File: src/rtl/a2d_pkg.sv
// Shared types and constants for the A2D SPI responder.
package a2d_pkg;

    typedef enum logic [1:0] {
        WAIT_HI = 2'd0,
        IDLE    = 2'd1,
        ARMED   = 2'd2,
        SHIFT   = 2'd3
    } resp_state_t;

    localparam int CMD_W        = 16;
    localparam int CHNL_MSB     = 13;
    localparam int CHNL_LSB     = 11;
    localparam int BITS_PER_FRM = 16;

    localparam logic [4:0] BIT_CNT_FRM = 5'd16;
    localparam logic [4:0] BIT_CNT_SAT = 5'd17;

endpackage

File: src/rtl/sync_edge_det.sv
// Two-flop synchronizer with a history flop for rise/fall detection.
module sync_edge_det (
    input  logic clk,
    input  logic rst,
    input  logic d,
    output logic level,
    output logic rise,
    output logic fall
);

    logic s1_r;
    logic s2_r;
    logic s3_r;

    // Synchronizer chain plus history stage; cleared low so WAIT_HI sees a real high.
    always_ff @(posedge clk) begin
        if (rst) begin
            s1_r <= 1'b0;
            s2_r <= 1'b0;
            s3_r <= 1'b0;
        end else begin
            s1_r <= d;
            s2_r <= s1_r;
            s3_r <= s2_r;
        end
    end

    assign level = s2_r;
    assign rise  = s2_r & ~s3_r;
    assign fall  = ~s2_r & s3_r;

endmodule

File: src/rtl/a2d_spi_resp.sv
// SPI responder emulating an 8-channel 12-bit A2D; each frame returns the
// channel selected by the previous valid command.
module a2d_spi_resp
    import a2d_pkg::*;
#(
    parameter int DATA_W = 12,
    parameter int NUM_CH = 8
) (
    input  logic                       clk,
    input  logic                       rst,
    input  logic                       SS_n,
    input  logic                       SCLK,
    input  logic                       MOSI,
    output logic                       MISO,
    input  logic [NUM_CH*DATA_W-1:0]   ch_data,
    output logic [CMD_W-1:0]           cmd,
    output logic                       cmd_vld,
    output logic                       frm_err,
    output logic [2:0]                 chnl
);

    logic ss_lvl, ss_rise, ss_fall;
    logic sclk_lvl, sclk_rise, sclk_fall;
    logic mosi_lvl, mosi_rise, mosi_fall;
    logic unused_sync;

    sync_edge_det u_ss   (.clk(clk), .rst(rst), .d(SS_n), .level(ss_lvl),   .rise(ss_rise),   .fall(ss_fall));
    sync_edge_det u_sclk (.clk(clk), .rst(rst), .d(SCLK), .level(sclk_lvl), .rise(sclk_rise), .fall(sclk_fall));
    sync_edge_det u_mosi (.clk(clk), .rst(rst), .d(MOSI), .level(mosi_lvl), .rise(mosi_rise), .fall(mosi_fall));

    assign unused_sync = ^{sclk_lvl, mosi_rise, mosi_fall};

    resp_state_t       state_r,    state_n;
    logic [4:0]        bit_cnt_r,  bit_cnt_n;
    logic [CMD_W-1:0]  cmd_shft_r, cmd_shft_n;
    logic [CMD_W-1:0]  resp_shft_r, resp_shft_n;
    logic [CMD_W-1:0]  cmd_r,      cmd_n;
    logic [2:0]        chnl_r,     chnl_n;
    logic              cmd_vld_r,  cmd_vld_n;
    logic              frm_err_r,  frm_err_n;
    logic              miso_r,     miso_n;
    logic [DATA_W-1:0] sample_s;

    assign sample_s = ch_data[int'(chnl_r)*DATA_W +: DATA_W];

    // Frame sequencing: an SS_n rise outranks any SCLK edge seen in the same clk.
    always_comb begin
        state_n     = state_r;
        bit_cnt_n   = bit_cnt_r;
        cmd_shft_n  = cmd_shft_r;
        resp_shft_n = resp_shft_r;
        cmd_n       = cmd_r;
        chnl_n      = chnl_r;
        cmd_vld_n   = 1'b0;
        frm_err_n   = 1'b0;
        case (state_r)
            WAIT_HI: begin
                if (ss_lvl) begin
                    state_n = IDLE;
                end else begin
                    state_n = WAIT_HI;
                end
            end
            IDLE: begin
                if (ss_fall) begin
                    resp_shft_n = {{(CMD_W-DATA_W){1'b0}}, sample_s};
                    bit_cnt_n   = 5'd0;
                    state_n     = ARMED;
                end else begin
                    state_n = IDLE;
                end
            end
            ARMED, SHIFT: begin
                if (ss_rise) begin
                    if (bit_cnt_r == BIT_CNT_FRM) begin
                        cmd_n     = cmd_shft_r;
                        chnl_n    = cmd_shft_r[CHNL_MSB:CHNL_LSB];
                        cmd_vld_n = 1'b1;
                    end else begin
                        frm_err_n = 1'b1;
                    end
                    state_n = IDLE;
                end else if (sclk_rise) begin
                    cmd_shft_n = {cmd_shft_r[CMD_W-2:0], mosi_lvl};
                    if (state_r == ARMED) begin
                        bit_cnt_n = 5'd1;
                    end else if (bit_cnt_r < BIT_CNT_SAT) begin
                        bit_cnt_n = bit_cnt_r + 5'd1;
                    end else begin
                        bit_cnt_n = BIT_CNT_SAT;
                    end
                    state_n = SHIFT;
                end else if (sclk_fall && (state_r == SHIFT) &&
                             (bit_cnt_r != 5'd0) && (bit_cnt_r < BIT_CNT_FRM)) begin
                    resp_shft_n = {resp_shft_r[CMD_W-2:0], 1'b0};
                end else begin
                    state_n = state_r;
                end
            end
            default: begin
                state_n = WAIT_HI;
            end
        endcase
        if ((state_n == ARMED) || (state_n == SHIFT)) begin
            miso_n = resp_shft_n[CMD_W-1];
        end else begin
            miso_n = 1'b0;
        end
    end

    // State and output registers.
    always_ff @(posedge clk) begin
        if (rst) begin
            state_r     <= WAIT_HI;
            bit_cnt_r   <= 5'd0;
            cmd_shft_r  <= {CMD_W{1'b0}};
            resp_shft_r <= {CMD_W{1'b0}};
            cmd_r       <= {CMD_W{1'b0}};
            chnl_r      <= 3'd0;
            cmd_vld_r   <= 1'b0;
            frm_err_r   <= 1'b0;
            miso_r      <= 1'b0;
        end else begin
            state_r     <= state_n;
            bit_cnt_r   <= bit_cnt_n;
            cmd_shft_r  <= cmd_shft_n;
            resp_shft_r <= resp_shft_n;
            cmd_r       <= cmd_n;
            chnl_r      <= chnl_n;
            cmd_vld_r   <= cmd_vld_n;
            frm_err_r   <= frm_err_n;
            miso_r      <= miso_n;
        end
    end

    assign MISO    = miso_r;
    assign cmd     = cmd_r;
    assign cmd_vld = cmd_vld_r;
    assign frm_err = frm_err_r;
    assign chnl    = chnl_r;

endmodule

File: config.mk
export PLATFORM = sky130hd
export DESIGN_NAME = a2d_spi_resp
export DESIGN_NICKNAME = d
export VERILOG_FILES = /design/src/rtl/a2d_pkg.sv /design/src/rtl/sync_edge_det.sv /design/src/rtl/a2d_spi_resp.sv
export SDC_FILE = /design/constraint.sdc
export NUM_CORES = 1
export LEC_CHECK = 0
export ABC_AREA = 0
export BUFFER_PORTS_ARGS = -buffer_cell sky130_fd_sc_hd__buf_2
export CAP_MARGIN = 25
export CORE_MARGIN = 4
export CORE_UTILIZATION = 50
export DETAILED_ROUTE_END_ITERATION = 6
export PLACE_DENSITY = 0.84
export SYNTH_ARGS = -nofsm -noshare
export SYNTH_HDL_FRONTEND = slang
export SYNTH_SLANG_ARGS = --single-unit
File: constraint.sdc
create_clock -name clk -period 2.2 [get_ports clk]
set_clock_uncertainty 0.2 [all_clocks]
set_input_delay 0.55 -clock clk [delete_from_list [all_inputs] [get_ports clk]]
set_output_delay 0.55 -clock clk [all_outputs]
set_load 0.05 [all_outputs]
==> Word level (Yosys, flattened, before mapping) <==
Cells that the tools add are included.
{ "classes": {"shifts": 1, "n_eq_ne": 11, "n_bitwise": 11, "div_mod_pow": 0, "n_lt_le_gt_ge": 2, "reduce_logical": 14, "mul": 1, "add_sub_neg": 1, "muxes": 18} }
{ "ops": {"columns": ["op", "count"], "rows": [
  ["indexed part select 96 x 8 -> 12 bit", 1],
  ["two-way mux 16 bit", 4],
  ["one-hot mux 16 bit (2 select lines)", 1],
  ["two-way mux 5 bit", 5],
  ["less-than comparator 5 bit (second input constant)", 2],
  ["inequality test 2 bit (second input constant)", 5],
  ["one-hot mux 5 bit (2 select lines)", 1],
  ["equality test 2 bit (second input constant)", 4],
  ["NOT 1 bit", 7],
  ["two-way mux 2 bit", 3],
  ["one-hot mux 2 bit (3 select lines)", 1],
  ["AND reduction 3 bit", 2],
  ["adder 5 x 1 -> 5 bit (second input constant)", 1],
  ["equality test 5 bit (second input constant)", 1],
  ["multiplier 3 x 2 -> 5 bit (second input constant)", 1],
  ["AND reduction 5 bit", 1],
  ["nonzero test 5 bit", 1],
  ["AND 1 bit", 4],
  ["AND reduction 4 bit", 1],
  ["OR reduction 2 bit", 2],
  ["logical AND 1 bit", 3],
  ["two-way mux 1 bit", 3],
  ["OR reduction 3 bit", 1],
  ["equality test 2 x 1 -> 1 bit (second input constant)", 1],
  ["other kinds (3)", 3]
]} }
{ "totals": {"memories": 0, "input_bits": 101, "rom_bits": 0, "ram_bits": 0, "ff_bits": 69, "out_inout_bits": 22, "word_cells": 77, "latch_bits": 0} }

==> Longest topological paths before layout <==
Gate-level depths: netlist (run 1).
{ "logic_depth": {"word_depth": 9, "mapped_depth": 8, "mapped_depth_nobuf": 6} }

==> By module <==
A second synthesis (run 1) with hierarchy kept.
{ "hier_totals": {"cells_unflattened": 377, "hier_area_um2": 3337.0} }
{ "by_module_without_submodules": {"columns": ["mod", "cells_per_inst", "seq_area_each_um2", "n_inst", "area_per_inst_um2"], "rows": [
  ["a2d_spi_resp", 353, 1161.1, 1, 3062.9],
  ["sync_edge_det", 8, 60.1, 3, 91.3]
]} }

==> Least setup slack after synthesis (run 1) <==
No wires, ideal clock.
{ "synth_timing": {"kind": "flip-flop to flip-flop", "startpoint": "register cmd[11] (netlist name)", "endpoint": "register resp_shft_r[6]", "setup_time_ns": 0.131, "n_path_buf": 3, "slack_ns": 0.173, "synth_period_minus_slack_ns": 2.027, "arrival_ns": 1.695, "path_stages_with_launch": 8, "required_time_ns": 1.869, "path_cell_list": "dfxtp_1 clkbuf_1 buf_2 buf_4 mux2i_1 a22oi_1 nand3_1 o21ai_0"} }
{ "synth_rtl": {"columns": ["element", "line", "source"], "rows": [
  ["end signal: assignment", "a2d_spi_resp.sv:117", "resp_shft_r <= {CMD_W{1'b0}};"],
  ["end signal: assignment", "a2d_spi_resp.sv:127", "resp_shft_r <= resp_shft_n;"],
  ["end: declaration", "a2d_spi_resp.sv:36", "logic [CMD_W-1:0] resp_shft_r, resp_shft_n;"]
]} }

==> out/qor.yml, run 1 <==
status: "finished clean"
synthMuxAreaShare_pct: 27.3
grtUsageTotal_pct: 20.5
ios: 123
ctsHoldBuffers: 0
gp_congestion: 0.868
p_leak_uw: 0.00203
viasPerCell: 5.53
ir_drop_mv: 0.631
seqCellArea_mm2: 0.00132
dieArea_mm2: 0.00812
clk_pin_slew_ns: 0.07
grt_overflow: 0
fillers: 511
synth_fp_nets: 458
synth-edff-count: 0
diodes: 0
remaining_drc_errors: 0
rsz0062_at_grt: "false"
grt_pass1_wl_um: 14000
slew_headroom_pct: 46.1
syn_to_final_growth_pct: 26.8
use_met3_pct: 6.84
netlist_instances: 355
syn_area_mm2: 0.00337
worstSkewPairLatency_ns: 0.34
cp-start-kind: "register"
crit_path_max_fanout: 11
synthAdderAreaFrac_pct: 0.742
cp-end-kind: "output port"
final-max-slew-violation-count: 0
post_cts_buffers: 0
multiInputGateArea_mm2: 0.00188
ys_seq_area_share_pct: 39.2
first_global_vias: 3068
busiest_layer: "met2"
setup_viol: 0
cts_buffers: 9
num_rows: 29
clockBufferDepth: 2
io_buffers: 122
post-route-period-util_pct: 88.4
worst_slew_pin_slew_ns: 0.805
fmax_mhz: 514
cp.required_ns: 1.45
synth_flop_cell: "dfxtp_1"
wl_per_cell_um: 15.3
final-hold-violation-count: 0
dieWidth_um: 90.1
synthSimpleGateAreaFrac_pct: 17.1
antenna_found_initial: 0
period_needed_ns: 1.95
drt_iter0_markers: 193
grt_max_degree: 52
vias: 3050
tns_ns: 0
grt_util_met1_pct: 24.2
htree_levels: 3
power_density_mw_per_mm2: 598
ant_nets: 0
slowest_delay_ns: 0.52
ys_async_sr_fraction_pct: 0
avgSynthCellArea_um2: 9.50
synth_top_family_by_area: "multiplexers"
crit_chain: "buf_2"
synth_compound_gate_area_share_pct: 10.7
finalPower_uw: 2560
nNetsFinal: 573
wl_um: 8450
ys_types: 37
cts_tree: "built"
chipHeight_um: 90.1
synth_xor_area_share_pct: 0
hold_class: "in2reg"
firstDrtPassIters: 4
cts_num_sinks: 66
drv_cap: 0
criticalPathCategory: "reg2out"
cp_top_family: "flip-flops"
ys_seq_elements: 66
critPathBufInv: 1
slowest_stage: "dfxtp_2"
core_mm2: 0.00646
post_cts_resized: 0
cp.arrival_ns: 1.20
cts_root_buf: "clkbuf_8"
yosysWarnings: 0
floorplan.initialDensity_pct: 52.2
hpwl_um: 6360
grtUsageMet2_pct: 35.0
layout-drive-gt1-share_pct: 32.6
-- path summary, 6_finish.rpt --
path | from | endpoint | slack (ns) | cells after the start
setup / recovery | cmd[11]$_SDFFE_PP0P_ | chnl[0] | 0.25 | 1
setup reg to reg | bit_cnt_r[0]$_SDFFE_PP0P_ | resp_shft_r[1]$_SDFFE_PP0P_ | 0.26 | 7
hold reg to reg | u_mosi.s1_r$_SDFF_PP0_ | u_mosi.level$_SDFF_PP0_ | 0.24 | 1
hold / removal | SS_n | u_ss.s1_r$_SDFF_PP0_ | 0.23 | 2
-- cells by family (layout without fill, tap and decap cells) --
logic type	after synthesis	after routing
AND/OR/NAND/NOR	108	108
AO/OA/AOI/OAI	54	54
buffers and inverters	33	153
flip-flops	66	66
multiplexers	92	92
adder cells (fa/ha/maj)	2	2
-- through the flow --
| stage | utilization [%] | std cells | hold slack (ns) | area [um^2] | setup slack (ns) |
|---|---|---|---|---|---|
| floorplan | - | 355 | 0.214 | 3370 | 0.173 |
| finish | 66.2 | 552 | 0.227 | 4280 | 0.255 |
| global route | 66.2 | 552 | 0.226 | 4280 | 0.0659 |
| global placement | 62.6 | 536 | 0.217 | 4040 | 0.402 |
| CTS | 66.2 | 552 | 0.210 | 4280 | 0.239 |
| detailed placement | 62.6 | 536 | 0.231 | 4040 | 0.289 |
-- cells in the mapped netlist (2+ instances only) --
cell type | number | area (um^2)
nand3_1 | 20 | 100
a31o_2 | 2 | 17.5
ha_1 | 2 | 25.0
and2b_1 | 2 | 15.0
nor2_1 | 37 | 139
buf_4 | 7 | 52.6
nor3b_1 | 2 | 15.0
dfxtp_1 | 66 | 1320
nor2b_1 | 10 | 62.6
nand2_1 | 8 | 30.0
a211oi_1 | 3 | 22.5
nand2b_1 | 3 | 18.8
nand4_1 | 3 | 18.8
and2_1 | 12 | 75.1
nor4_1 | 2 | 12.5
nor4b_1 | 2 | 17.5
clkbuf_1 | 14 | 52.6
mux2i_1 | 91 | 911
inv_1 | 3 | 11.3
a21oi_1 | 9 | 45.0
buf_2 | 8 | 40.0
o21ai_1 | 4 | 20.0
o21ai_0 | 8 | 40.0
a22oi_1 | 24 | 180
-- sequential cells by signal, summed over array words and instances (netlist names), 2 cells and up --
name and cells:
cmd 16, cmd_shft_r 16, resp_shft_r 16, bit_cnt_r 5
state_r 2
-- area by class of cell --
type                            instances  share of cell area [%]
Tap cell                               77                    2.25
Inverter                                3                   0.263
Multi-Input combinational cell        256                    44.0
Clock inverter                          3                    1.61
Clock buffer                           13                    3.95
Sequential cell                        66                    30.9
Timing Repair Buffer                  134                    17.0
-- where the power goes --
group          total (uW)  switching (uW)  internal (uW)  leakage (uW)
registers            1210            5.64           1200      0.000533
clock network        1180             447            736      0.000120
logic                 168            74.0           94.1       0.00138
total                2560             526           2030       0.00203
-- layer usage --
metal | up-vias | share of wire [%]
li1 | 1510 | -
met1 | 1451 | 42
met2 | 75 | 52
met3 | 14 | 5.0
met4 | 0 | 1.2
met5 | - | 0
-- cell usage in the layout, fill, tap and decap left out, types with 3 or more instances in the layout --
cell type	synthesis	layout
nor2b_1	10	10
a21oi_1	9	9
mux2i_1	91	91
o21ai_0	8	8
clkbuf_8	0	12
a211oi_1	3	3
nand2_1	8	8
buf_4	7	10
dfxtp_1	66	65
a22oi_1	24	24
nand2b_1	3	3
o21ai_1	4	4
buf_2	8	122
nand3_1	20	20
inv_1	3	3
and2_1	12	12
nor2_1	37	37
nand4_1	3	3
-- worst reg2reg max path, cell delays in order, from the launching register on --
cell and delay, ns:
dfxtp_1 0.35, inv_1 0.08, ha_1 0.14, nor3b_1 0.36
nand4b_1 0.22, buf_12 0.18, mux2i_1 0.20, o21ai_0 0.10
No activity file was read; power rests on OpenSTA's default activity.
==> run 2: changes to the inputs <==
CELL_PAD_IN_SITES_DETAIL_PLACEMENT = 1   (was not set)
CELL_PAD_IN_SITES_GLOBAL_PLACEMENT = 1   (was not set)
CORE_UTILIZATION = 37   (was 50)
==> run 2 against run 1 <==
  * First-iteration DRC count down 29%
  * Non-clock buffer count unchanged
  * Wire length up 16%
  * Sequential share of layout area down 0.13 points
  * Critical path type is now reg2reg
==> out/qor.yml, run 2 (synthesized netlist as in run 1, its figures left out) <==
status: "finished clean"
ios: 123
firstDrtPassIters: 4
final_util_pct: 48.8
holdCritStartpoint: "SS_n"
cp.arrival_ns: 1.98
syn_to_final_growth_pct: 27.3
criticalPathCategory: "reg2reg"
cts_buffers: 9
setup_viol: 0
r2r-start: "bit_cnt_r[0]$_SDFFE_PP0P_"
rrSetupSlack_ns: 0.23
min_to: "u_ss.s1_r$_SDFF_PP0_"
layout-drive-gt1-share_pct: 32.7
worst_slew_pin_slew_ns: 0.890
wl_um: 9820
cts_num_sinks: 66
critPathBufInv: 2
wl_per_cell_um: 16.9
post_cts_buffers: 0
ir_drop_mv: 0.544
layout.cells.non_filler: 582
rsz0062_at_grt: "false"
io_buffers: 122
floorplan.initialDensity_pct: 38.3
final-hold-violation-count: 0
dieWidth_um: 103
final_cell_mix: "122 x buf_2, 91 x mux2i_1, 65 x dfxtp_1, 37 x nor2_1, 24 x a22oi_1"
diodes: 0
drv_cap: 0
p_leak_uw: 0.00203
hpwl_um: 7450
post-route-period-util_pct: 89.7
period_needed_ns: 1.97
clk_pin_slew_ns: 0.07
ctsHoldBuffers: 0
hold_class: "in2reg"
rr_endpoint: "resp_shft_r[6]$_SDFFE_PP0P_"
grt_overflow: 0
cts_root_buf: "clkbuf_8"
rr_worst_depth: 7
crit_path_max_fanout: 17
worstSkewPairLatency_ns: 0.34
gp_congestion: 0.757
ant_nets: 0
final-max-slew-violation-count: 0
drt_iter0_markers: 137
antenna_found_initial: 0
power_density_mw_per_mm2: 582
placed_cells: 567
remaining_drc_errors: 0
slowest_delay_ns: 0.36
cp-start-kind: "register"
dieArea_mm2: 0.0107
grt_max_degree: 43
vias: 3055
fmax_mhz: 507
post_cts_resized: 0
htree_levels: 3
grtUsageTotal_pct: 19.0
final_common_cell: "buf_2"
core_mm2: 0.00881
crit_chain: "inv_1, ha_1, nor3b_1, nand4b_1, buf_12, mux2i_1, o21ai_0"
nNetsFinal: 573
cp_top_family: "simple AND/OR/NAND/NOR gates"
tns_ns: 0
clockBufferDepth: 2
num_rows: 34
cp-end-kind: "register"
chipHeight_um: 103
viasPerCell: 5.25
grt_pass1_wl_um: 16000
cp.required_ns: 2.21
first_global_vias: 3340
cts_tree: "built"
slowest_stage: "nor3b_1"
slew_headroom_pct: 40.4
holdPathStages: 2
[run 2: changes by cell type in the layout (fill, tap and decap cells not counted)]
cell      delta
clkbuf_1     -1
clkbuf_8     -2
clkinv_2     +2
clkinv_4     +1
inv_6        -1
[run 2: layout make-up]
class	count	area (um^2)
sequential	66	1320
clock inverter	5	78.8
clock buffer	10	138
fill	1041	4510
timing repair buffer	134	726
multi-input combinational	256	1880
tap	108	135
inverter	3	11.3
[run 2: power breakdown]
| part | switching [uW] | total [uW] | internal, uW | leakage [uW] |
|---|---|---|---|---|
| combinational | 72.1 | 166 | 93.9 | 0.00138 |
| sequential | 6.18 | 1210 | 1200 | 0.000533 |
| clock | 464 | 1120 | 661 | 0.000112 |
| total | 542 | 2500 | 1960 | 0.00203 |
[run 2: worst max-delay path by stage]
stage	startpoint	endpoint	slack, ns	depth (start not counted)
CTS	bit_cnt_r[0]$_SDFFE_PP0P_	resp_shft_r[6]$_SDFFE_PP0P_	0.20	7
global route	bit_cnt_r[0]$_SDFFE_PP0P_	resp_shft_r[2]$_SDFFE_PP0P_	0.02	7
finish	bit_cnt_r[0]$_SDFFE_PP0P_	resp_shft_r[6]$_SDFFE_PP0P_	0.23	7
floorplan	cmd[11]$_SDFFE_PP0P_	resp_shft_r[6]$_SDFFE_PP0P_	0.17	7
detailed placement	bit_cnt_r[0]$_SDFFE_PP0P_	resp_shft_r[2]$_SDFFE_PP0P_	0.24	7
global placement	rst	resp_shft_r[8]$_SDFFE_PP0P_	0.33	4
[run 2: metal layers]
metal	global-route usage [%]	vias up	wire length (um)
li1	-	1504	-
met1	20.9	1476	3860
met2	35.8	54	5430
met3	3.89	21	286
met4	6.27	0	246
met5	0	-	0
[run 2: stage by stage]
step	setup WS [ns]	instance area [um^2]	total power [uW]	hold slack, ns
after floorplan	0.173	3370	1300	0.214
after global placement	0.333	4080	1390	0.219
after detailed placement	0.244	4080	1400	0.237
after CTS	0.202	4300	2520	0.209
after global routing	0.0212	4300	2580	0.217
final	0.227	4300	2500	0.221
